===== src/rtl/prefix_adder_if.sv =====
// ----------------------------------------------------------------------------
// prefix_adder_if
//   Operand/result bundle for prefix_adder_pipe.
//
//   Handshake: a beat moves on a rising clk edge when valid && ready are both
//   high at that edge. A producer holds valid and its data stable until the
//   beat is taken. in_ready depends on out_valid/out_ready only, never on
//   in_valid. While out_valid && !out_ready, y/cout/ovf are held unchanged.
//
//   Signals (producer drives operands and out_ready; adder drives the rest):
//     in_valid, in_ready    operand handshake
//     a, b [WIDTH]          operands
//     cin                   carry-in, used in add mode only
//     sub                   0 = A + B + cin, 1 = A - B
//     out_valid, out_ready  result handshake
//     y [WIDTH]             sum / difference
//     cout                  carry-out (not-borrow when subtracting)
//     ovf                   signed two's-complement overflow
//
//   Modports: master = operand producer / result consumer, slave = the adder.
// ----------------------------------------------------------------------------
interface prefix_adder_if #(
    parameter int WIDTH = 32
);
    logic             in_valid;
    logic             in_ready;
    logic [WIDTH-1:0] a;
    logic [WIDTH-1:0] b;
    logic             cin;
    logic             sub;
    logic             out_valid;
    logic             out_ready;
    logic [WIDTH-1:0] y;
    logic             cout;
    logic             ovf;

    modport master (
        output in_valid, a, b, cin, sub, out_ready,
        input  in_ready, out_valid, y, cout, ovf
    );

    modport slave (
        input  in_valid, a, b, cin, sub, out_ready,
        output in_ready, out_valid, y, cout, ovf
    );
endinterface


===== src/rtl/prefix_adder_pipe.sv =====
// ----------------------------------------------------------------------------
// prefix_adder_pipe
//   Pipelined Kogge-Stone adder/subtractor with valid/ready at both ends.
//   Datapath: generate/propagate pre-stage, $clog2(WIDTH) prefix levels, sum
//   post-stage. PIPE register cuts are spread evenly over those levels; the
//   last cut always sits after the post-stage so outputs come straight from
//   flops. Latency is PIPE cycles, throughput one result per cycle.
//
//   Parameters: WIDTH (4..64), PIPE (1..$clog2(WIDTH)+1).
//   Ports:
//     clk  rising-edge clock
//     rst  asynchronous, active-high reset
//     bus  prefix_adder_if.slave (operand and result handshakes)
//
//   Build option: define PREFIX_ADDER_SAT_EN to clamp y to the signed
//   max/min on overflow (ovf and cout unchanged). Without it y wraps.
// ----------------------------------------------------------------------------
module prefix_adder_pipe #(
    parameter int WIDTH = 32,
    parameter int PIPE  = 2
) (
    input logic           clk,
    input logic           rst,
    prefix_adder_if.slave bus
);
    localparam int LVLS = $clog2(WIDTH);
    // Logic levels available for cuts: pre-stage, prefix levels, post-stage.
    localparam int SPAN = LVLS + 2;

    typedef struct packed {
        logic             vld;
        logic [WIDTH-1:0] g;   // group generate
        logic [WIDTH-1:0] p;   // group propagate
        logic [WIDTH-1:0] x;   // bitwise a ^ Be, needed again for the sum
        logic             ce;  // effective carry-in
        logic             am;  // a[MSB], for overflow
        logic             bm;  // Be[MSB], for overflow
    } lvl_t;

    typedef struct packed {
        logic             vld;
        logic [WIDTH-1:0] y;
        logic             cout;
        logic             ovf;
    } res_t;

    // Level k is followed by a register when the even spread of PIPE cuts
    // over SPAN levels steps up at k. Since PIPE < SPAN the step is at most
    // one per level, and the post-stage (k = SPAN-1) always gets a cut.
    function automatic logic cut_after(input int k);
        return (((k + 1) * PIPE) / SPAN) != ((k * PIPE) / SPAN);
    endfunction

    logic advance;
    res_t res_d;
    res_t res_q;

    // Whole pipe moves together; a stall freezes bubbles too.
    assign advance       = !res_q.vld || bus.out_ready;
    assign bus.in_ready  = advance;
    assign bus.out_valid = res_q.vld;
    assign bus.y         = res_q.y;
    assign bus.cout      = res_q.cout;
    assign bus.ovf       = res_q.ovf;

    for (genvar k = 0; k <= LVLS; k++) begin : g_lvl
        lvl_t lvl_d;
        lvl_t lvl_o;

        if (k == 0) begin : g_pre
            logic [WIDTH-1:0] be;
            assign be = bus.sub ? ~bus.b : bus.b;

            always_comb begin
                lvl_d     = '0;
                lvl_d.vld = bus.in_valid && advance;
                lvl_d.g   = bus.a & be;
                lvl_d.p   = bus.a ^ be;
                lvl_d.x   = bus.a ^ be;
                lvl_d.ce  = bus.sub ? 1'b1 : bus.cin;
                lvl_d.am  = bus.a[WIDTH-1];
                lvl_d.bm  = be[WIDTH-1];
            end
        end else begin : g_ks
            localparam int DIST = 1 << (k - 1);

            always_comb begin
                lvl_d = g_lvl[k-1].lvl_o;
                for (int i = DIST; i < WIDTH; i++) begin
                    lvl_d.g[i] = g_lvl[k-1].lvl_o.g[i] |
                                 (g_lvl[k-1].lvl_o.p[i] & g_lvl[k-1].lvl_o.g[i-DIST]);
                    lvl_d.p[i] = g_lvl[k-1].lvl_o.p[i] & g_lvl[k-1].lvl_o.p[i-DIST];
                end
            end
        end

        if (cut_after(k)) begin : g_cut
            lvl_t lvl_q;

            // Data only loads with a valid beat so bubbles never disturb it.
            always_ff @(posedge clk or posedge rst) begin
                if (rst) begin
                    lvl_q <= '0;
                end else if (advance) begin
                    if (lvl_d.vld) begin
                        lvl_q <= lvl_d;
                    end else begin
                        lvl_q.vld <= 1'b0;
                    end
                end
            end

            assign lvl_o = lvl_q;
        end else begin : g_pass
            assign lvl_o = lvl_d;
        end
    end

    lvl_t post_in;
    assign post_in = g_lvl[LVLS].lvl_o;

    // Post-stage: carry into bit i is G[i-1:0] | P[i-1:0] & ce.
    always_comb begin
        logic [WIDTH-1:0] c;
        logic [WIDTH-1:0] sum;

        c    = '0;
        c[0] = post_in.ce;
        for (int i = 1; i < WIDTH; i++) begin
            c[i] = post_in.g[i-1] | (post_in.p[i-1] & post_in.ce);
        end
        sum = post_in.x ^ c;

        res_d      = '0;
        res_d.vld  = post_in.vld;
        res_d.cout = post_in.g[WIDTH-1] | (post_in.p[WIDTH-1] & post_in.ce);
        res_d.ovf  = (post_in.am == post_in.bm) && (sum[WIDTH-1] != post_in.am);
`ifdef PREFIX_ADDER_SAT_EN
        // Overflow can only happen with equal operand signs, so a[MSB]
        // tells the direction: 0 -> positive overflow, 1 -> negative.
        if (res_d.ovf) begin
            res_d.y = post_in.am ? {1'b1, {(WIDTH-1){1'b0}}} : {1'b0, {(WIDTH-1){1'b1}}};
        end else begin
            res_d.y = sum;
        end
`else
        res_d.y = sum;
`endif
    end

    // Output register: y/cout/ovf keep their last value across bubbles.
    always_ff @(posedge clk or posedge rst) begin
        if (rst) begin
            res_q <= '0;
        end else if (advance) begin
            if (res_d.vld) begin
                res_q <= res_d;
            end else begin
                res_q.vld <= 1'b0;
            end
        end
    end
endmodule


===== src/flat_wrapper.sv =====
// flat-port wrapper written by rule: the top's interface ports become plain ports
module prefix_adder_pipe_flat 
#(
    parameter int WIDTH = 32,
    parameter int PIPE  = 2
)
  (clk, rst, bus_in_valid, bus_a, bus_b, bus_cin, bus_sub, bus_out_ready, bus_in_ready, bus_out_valid, bus_y, bus_cout, bus_ovf);
  prefix_adder_if #(.WIDTH(WIDTH)) bus_i ();
  input logic clk;
  input logic rst;
  input wire logic [$bits(bus_i.in_valid)-1:0] bus_in_valid;
  input wire logic [$bits(bus_i.a)-1:0] bus_a;
  input wire logic [$bits(bus_i.b)-1:0] bus_b;
  input wire logic [$bits(bus_i.cin)-1:0] bus_cin;
  input wire logic [$bits(bus_i.sub)-1:0] bus_sub;
  input wire logic [$bits(bus_i.out_ready)-1:0] bus_out_ready;
  output wire logic [$bits(bus_i.in_ready)-1:0] bus_in_ready;
  output wire logic [$bits(bus_i.out_valid)-1:0] bus_out_valid;
  output wire logic [$bits(bus_i.y)-1:0] bus_y;
  output wire logic [$bits(bus_i.cout)-1:0] bus_cout;
  output wire logic [$bits(bus_i.ovf)-1:0] bus_ovf;
  assign bus_i.in_valid = bus_in_valid;
  assign bus_i.a = bus_a;
  assign bus_i.b = bus_b;
  assign bus_i.cin = bus_cin;
  assign bus_i.sub = bus_sub;
  assign bus_i.out_ready = bus_out_ready;
  assign bus_in_ready = bus_i.in_ready;
  assign bus_out_valid = bus_i.out_valid;
  assign bus_y = bus_i.y;
  assign bus_cout = bus_i.cout;
  assign bus_ovf = bus_i.ovf;
  prefix_adder_pipe #(.WIDTH(WIDTH), .PIPE(PIPE)) u_core (.clk(clk), .rst(rst), .bus(bus_i));
endmodule

===== config.mk =====
export PLATFORM = sky130hd
export DESIGN_NAME = prefix_adder_pipe_flat
export DESIGN_NICKNAME = d
export VERILOG_FILES = /design/src/rtl/prefix_adder_if.sv /design/src/rtl/prefix_adder_pipe.sv /design/src/flat_wrapper.sv
export SDC_FILE = /design/constraint.sdc
export NUM_CORES = 1
export LEC_CHECK = 0
export BUFFER_PORTS_ARGS = -buffer_cell sky130_fd_sc_hd__buf_2
export CORE_ASPECT_RATIO = 0.75
export CORE_MARGIN = 8
export CORE_UTILIZATION = 48
export DETAILED_ROUTE_END_ITERATION = 8
export PLACE_DENSITY = 0.69
export SLEW_MARGIN = 20
export SYNTH_ARGS = -nofsm -noshare
export SYNTH_HDL_FRONTEND = slang
export SYNTH_SLANG_ARGS = --single-unit

===== constraint.sdc =====
create_clock -name clk -period 5.3 [get_ports clk]
set_input_delay 0 -clock clk [delete_from_list [all_inputs] [get_ports clk]]
set_output_delay 0 -clock clk [all_outputs]
set_load 0.05 [all_outputs]

# == Yosys cells after proc, flatten, opt, wreduce, memory -nomap -nowiden ==
# Cells that the tools add are included.
# word_totals
output_inout_bits,36
input_bits,70
reg_bits,135
elab_cells,478
# op_classes
reduce_logical,6
mux,4
eq_ne,2
n_bitwise,455
# op_table
cell,n
AND 1 bit,290
bitwise OR 1 bit,161
bitwise XOR 32 bit,2
AND 32 bit,1
two-way mux 32 bit,1
NOT 32 bit,1
AND reduction 2 bit,2
two-way mux 1 bit,3
logical AND 1 bit,2
equality test 1 bit,1
zero test 1 bit,1
logical OR 1 bit,1
inequality test 1 bit,1

# == Logic depth before layout (Yosys ltp) ==
# depth
ltp_word,9
depth_mapped,10
ltp_nobuf,7

# == Worst setup path before layout ==
# Ideal clock, no wire load.
# synth_path
path_kind,reg2reg
startpoint,"register u_core.res_q, in the netlist u_core.bus.out_valid"
endpoint,"register u_core.res_q, in the netlist u_core.bus.y[25]"
period_less_slack_ns,2.185
t_required_ns,5.171
setup_time_ns,0.129
stages_incl_launch_ff,8
arrival_time_ns,2.057
path_buffers,2
setup_slack_ns,3.115
path_cell_list,dfrtp_1 nand2b_1 nand2_1 buf_2 buf_2 nor3b_1 a211oi_1 nand3_1
# synth_between
elab_chain_cells,3
# synth_rtl
element,line,source
start: declaration,prefix_adder_pipe.sv:56,res_t res_q;
start signal: assignment,prefix_adder_pipe.sv:157,res_q <= res_d;
zero test 1 bit,prefix_adder_pipe.sv:59,assign advance = !res_q.vld || bus.out_ready;
logical OR 1 bit,prefix_adder_pipe.sv:59,
named net bus_in_ready,flat_wrapper.sv:17,output wire logic [$bits(bus_i.in_ready)-1:0] bus_in_ready;
AND reduction 2 bit (no line),--,
# The timed path passes the listed nets, and every way through them passes these cells.
# A chain may end at the register's enable or synchronous reset.

# == Final worst setup path ==
# layout_path
startpoint,"register u_core.res_q, in the netlist u_core.bus.out_valid"
endpoint,register u_core.g_lvl[3].g_cut.lvl_q[81] in the netlist's numbering
# layout_between
elab_chain_cells,4
# layout_rtl
element,line,source
zero test 1 bit *,prefix_adder_pipe.sv:59,
logical OR 1 bit *,prefix_adder_pipe.sv:59,
logical AND 1 bit,prefix_adder_pipe.sv:76,lvl_d.vld = bus.in_valid && advance;
AND reduction 2 bit (no line) *,--,
end signal: assignment,prefix_adder_pipe.sv:106,lvl_q <= lvl_d;
end: declaration,prefix_adder_pipe.sv:98,lvl_t lvl_q;
# Every way passes the cells marked *; elsewhere a longest branch is shown, timed or not.

==> out/qor.yml <==
grt:
  use_met1_pct: 34.79
  grt_pass1_wl_um: 31980
  grt_pass1_vias: 5854
  grt_overflow_total: 0
  antenna_found_initial: 1
  grtUsageMet3_pct: 4.352
  grt_max_degree: 58
  grt-busiest-layer: "met1"
  grt_use_met2_pct: 27.83
  grt_usage_pct: 21.50
worst_setup_path:
  worstReg2RegEnd: "u_core.g_lvl[3].g_cut.lvl_q[81]"
  crit_path_max_fanout: 32
  crit_path_end_kind: "flip-flop"
  reg2reg_slack_ps: 2930
  crit_start: "u_core.bus.out_valid"
  r2r_cells: 6
  critical_path_class: "flip-flop to flip-flop"
  endpoint: "u_core.g_lvl[3].g_cut.lvl_q[81]"
  crit_chain: "nand2b_1 > and2_2 > buf_4 > and3_1 > nor3b_1 > a211o_1"
  slowest_delay_ps: 650
  critical_path.startpoint_type: "flip-flop"
  crit_slowest_cell: "and2_2"
  cp.required_ps: 5660
  worstReg2RegStart: "u_core.bus.out_valid"
  cp_data_arrival_time_ps: 2730
sta:
  setup_viol: 0
  skew_ps: 9.430
  min_period_over_period_pct: 44.67
  relSlewSlack_pct: 32.04
  timing_max_transition_violations_final: 0
  fin_ws_ps: 2933
  min_period_ps: 2367
  rsz0062_at_grt: "no"
  hold_viol_final: 0
  max_freq_ghz: 0.4224
  worstMarginPinSlew_ps: 1019
  setup_tns_ps: 0
drt:
  antenna_left: 0
  num_vias: 6153
  drc: 0
  routedWlPerCell_um: 18.11
  drtIter0Drc: 696
  wirelength_um: 19880
  drt-pass1-iter-count: 5
  viasPerCell: 5.604
run_status:
  status: "finished clean"
power_and_ir_drop:
  ir_worst_vdd_v: 0.0002171
  p_total_mw: 4.060
  leakage_nw: 4.104
  pwr_density_cell_nw_per_um2: 476.4
logic_synthesis:
  netlist_instances: 788
  synth_top_area_share_pct: 46.54
  synthXorXnorAreaFrac_pct: 6.807
  synth_top_family_by_area: "simple AND/OR/NAND/NOR gates"
  yosys_register_bits: 134
  synthArstFlopShare_pct: 100.0
  syn-num-nets: 893
  synth.distinct_cells: 48
  synth_top_flop_cell: "dfrtp_1"
  syn_avg_cell_area_sq_um: 9.144
  yosys.area.top_type: "dfrtp_1"
  synth_mux_area_share_pct: 0.4515
  yosysSeqAreaShare_pct: 46.54
  synth_area_leaders: "dfrtp_1, nand2_1, ha_1"
  yosys.area_share.simple_pct: 19.07
  synth-compound-area-share_pct: 18.30
  synth_edf_count: 0
  yosys.area_share.adder_pct: 6.077
  ys_warn_count: 0
  synthesis.area_sq_um: 7206
cts:
  cts_buffers: 17
  clkSlewWorstSetupHoldPaths_ps: 60
  clk_latency_ps: 430
  cts_tree: "built"
  cts_buffer_depth: 2
  cts_root_buf: "clkbuf_16"
  clock_sinks: 134
  htree_levels: 4
  cts_setup_buffers: 0
place:
  gp_congestion: 0.9120
  io_buffer_count: 105
  detailed_place_hpwl_um: 15030
  pre_cts_ws_ps: 2727
floorplan:
  fp-row-count: 38
  ios: 106
  chipWidth_um: 157.5
  start_util_pct: 49.53
  design.core.area_sq_um: 14550
  die_h_um: 122.1
  dieArea_sq_um: 19230
worst_hold_path:
  min_from: "bus_a[30]"
  hold_class: "input port to flip-flop"
flow_run:
  cap_violations: 0
finish:
  synthToLayoutAreaGrowth_pct: 18.27
  n_antenna_cell: 0
  fin_util_pct: 58.57
  layout-drive-gt1-share_pct: 17.37
  final_nets: 992
  fill_cells: 1334
## worst max-delay path: cells and delay by family (launching register included)
kind / cells / cell delay, ps
AO/OA/AOI/OAI: 1 / 120
buffers and inverters: 1 / 420
flip-flops: 1 / 370
AND/OR/NAND/NOR: 4 / 1380
## cells in the final DEF, fill, tap and decap left out, types with 10 or more instances in the layout
cell type  instances
buf_2            105
inv_1             10
dfrtp_1          134
a21oi_1           48
xor2_1            41
a21o_1            18
xnor2_1           15
clkbuf_16         17
nand3_1           10
ha_1              35
nand4_1           13
nor2_1            30
o21ai_0           78
nand2_1          196
nor3b_1           14
## cells in the mapped netlist (all sizes together), types with 10 or more instances
library cell,count
nand2,198
ha,35
nand3,10
a211oi,10
buf,22
nor3b,14
clkbuf,14
o21ai,78
dfrtp,134
xnor2,15
nor2,30
a21oi,48
inv,11
nand4,13
xor2,41
a21o,26
## through the flow
stage	hold slack, ps	instance area (sq um)	std cells
final	44.37	8522	1098
after floorplan	105.4	7206	788
after global routing	74.87	8522	1098
after CTS	36.01	8522	1098
after detailed placement	74.13	7883	1063
after global placement	71.64	7883	1063
## cell families (layout without fill, tap and decap cells)
| logic type | Yosys count | count (layout) |
|---|---|---|
| and+or+nand+nor | 303 | 303 |
| AOI/OAI and AO/OA | 210 | 210 |
| DFF | 134 | 134 |
| xor gates and xnor gates | 56 | 56 |
| buffers and inverters | 47 | 157 |
| adders and majority gates | 35 | 35 |
| muxes | 3 | 3 |
## worst min-delay path by stage
stage / slack, ps / end / depth (start not counted)
floorplan: 110 / u_core.g_lvl[3].g_cut.lvl_q[1] / 2
global placement: 70 / u_core.bus.y[3] / 2
detailed placement: 70 / u_core.bus.y[2] / 2
CTS: 40 / u_core.g_lvl[3].g_cut.lvl_q[33] / 4
global route: 70 / u_core.g_lvl[3].g_cut.lvl_q[3] / 4
finish: 40 / u_core.g_lvl[3].g_cut.lvl_q[33] / 4
## cell type report
cell class	instances	area, sq um	area share (%)
Timing Repair Buffer	116	620.6	7.282
Tap cell	200	250.2	2.936
Inverter	11	43.79	0.5139
Sequential cell	134	3353	39.35
Multi-Input combinational cell	607	3665	43.00
Clock buffer	22	464.2	5.447
Clock inverter	8	125.1	1.468
## layer usage
layer	vias to the layer above	share of wire (%)
li1	2954	-
met4	0	1.1
met5	-	0
met3	18	8.9
met1	2935	51
met2	246	39
## flip-flops by register name, indices dropped and copies added, names as in the netlist
signal / count
u_core.bus.cout: 1
u_core.bus.out_valid: 1
u_core.bus.ovf: 1
u_core.bus.y: 32
u_core.g_lvl.g_cut.lvl_q: 99
## report_power, final
part,leakage (nW),total (mW),internal (mW),switching (mW)
registers,1.69,1.43,1.27,0.167
clock network,0.286,1.19,0.759,0.434
logic,2.13,1.43,0.411,1.02
## what timing repair did
| action | 4_1_cts | 5_1_grt |
|---|---|---|
| hold buffers | 5 | 0 |
| endpoints found under the hold margin | 43 | 0 |
| resized for setup | 0 | 0 |
Note: power is estimated with default switching activity, not from simulation.
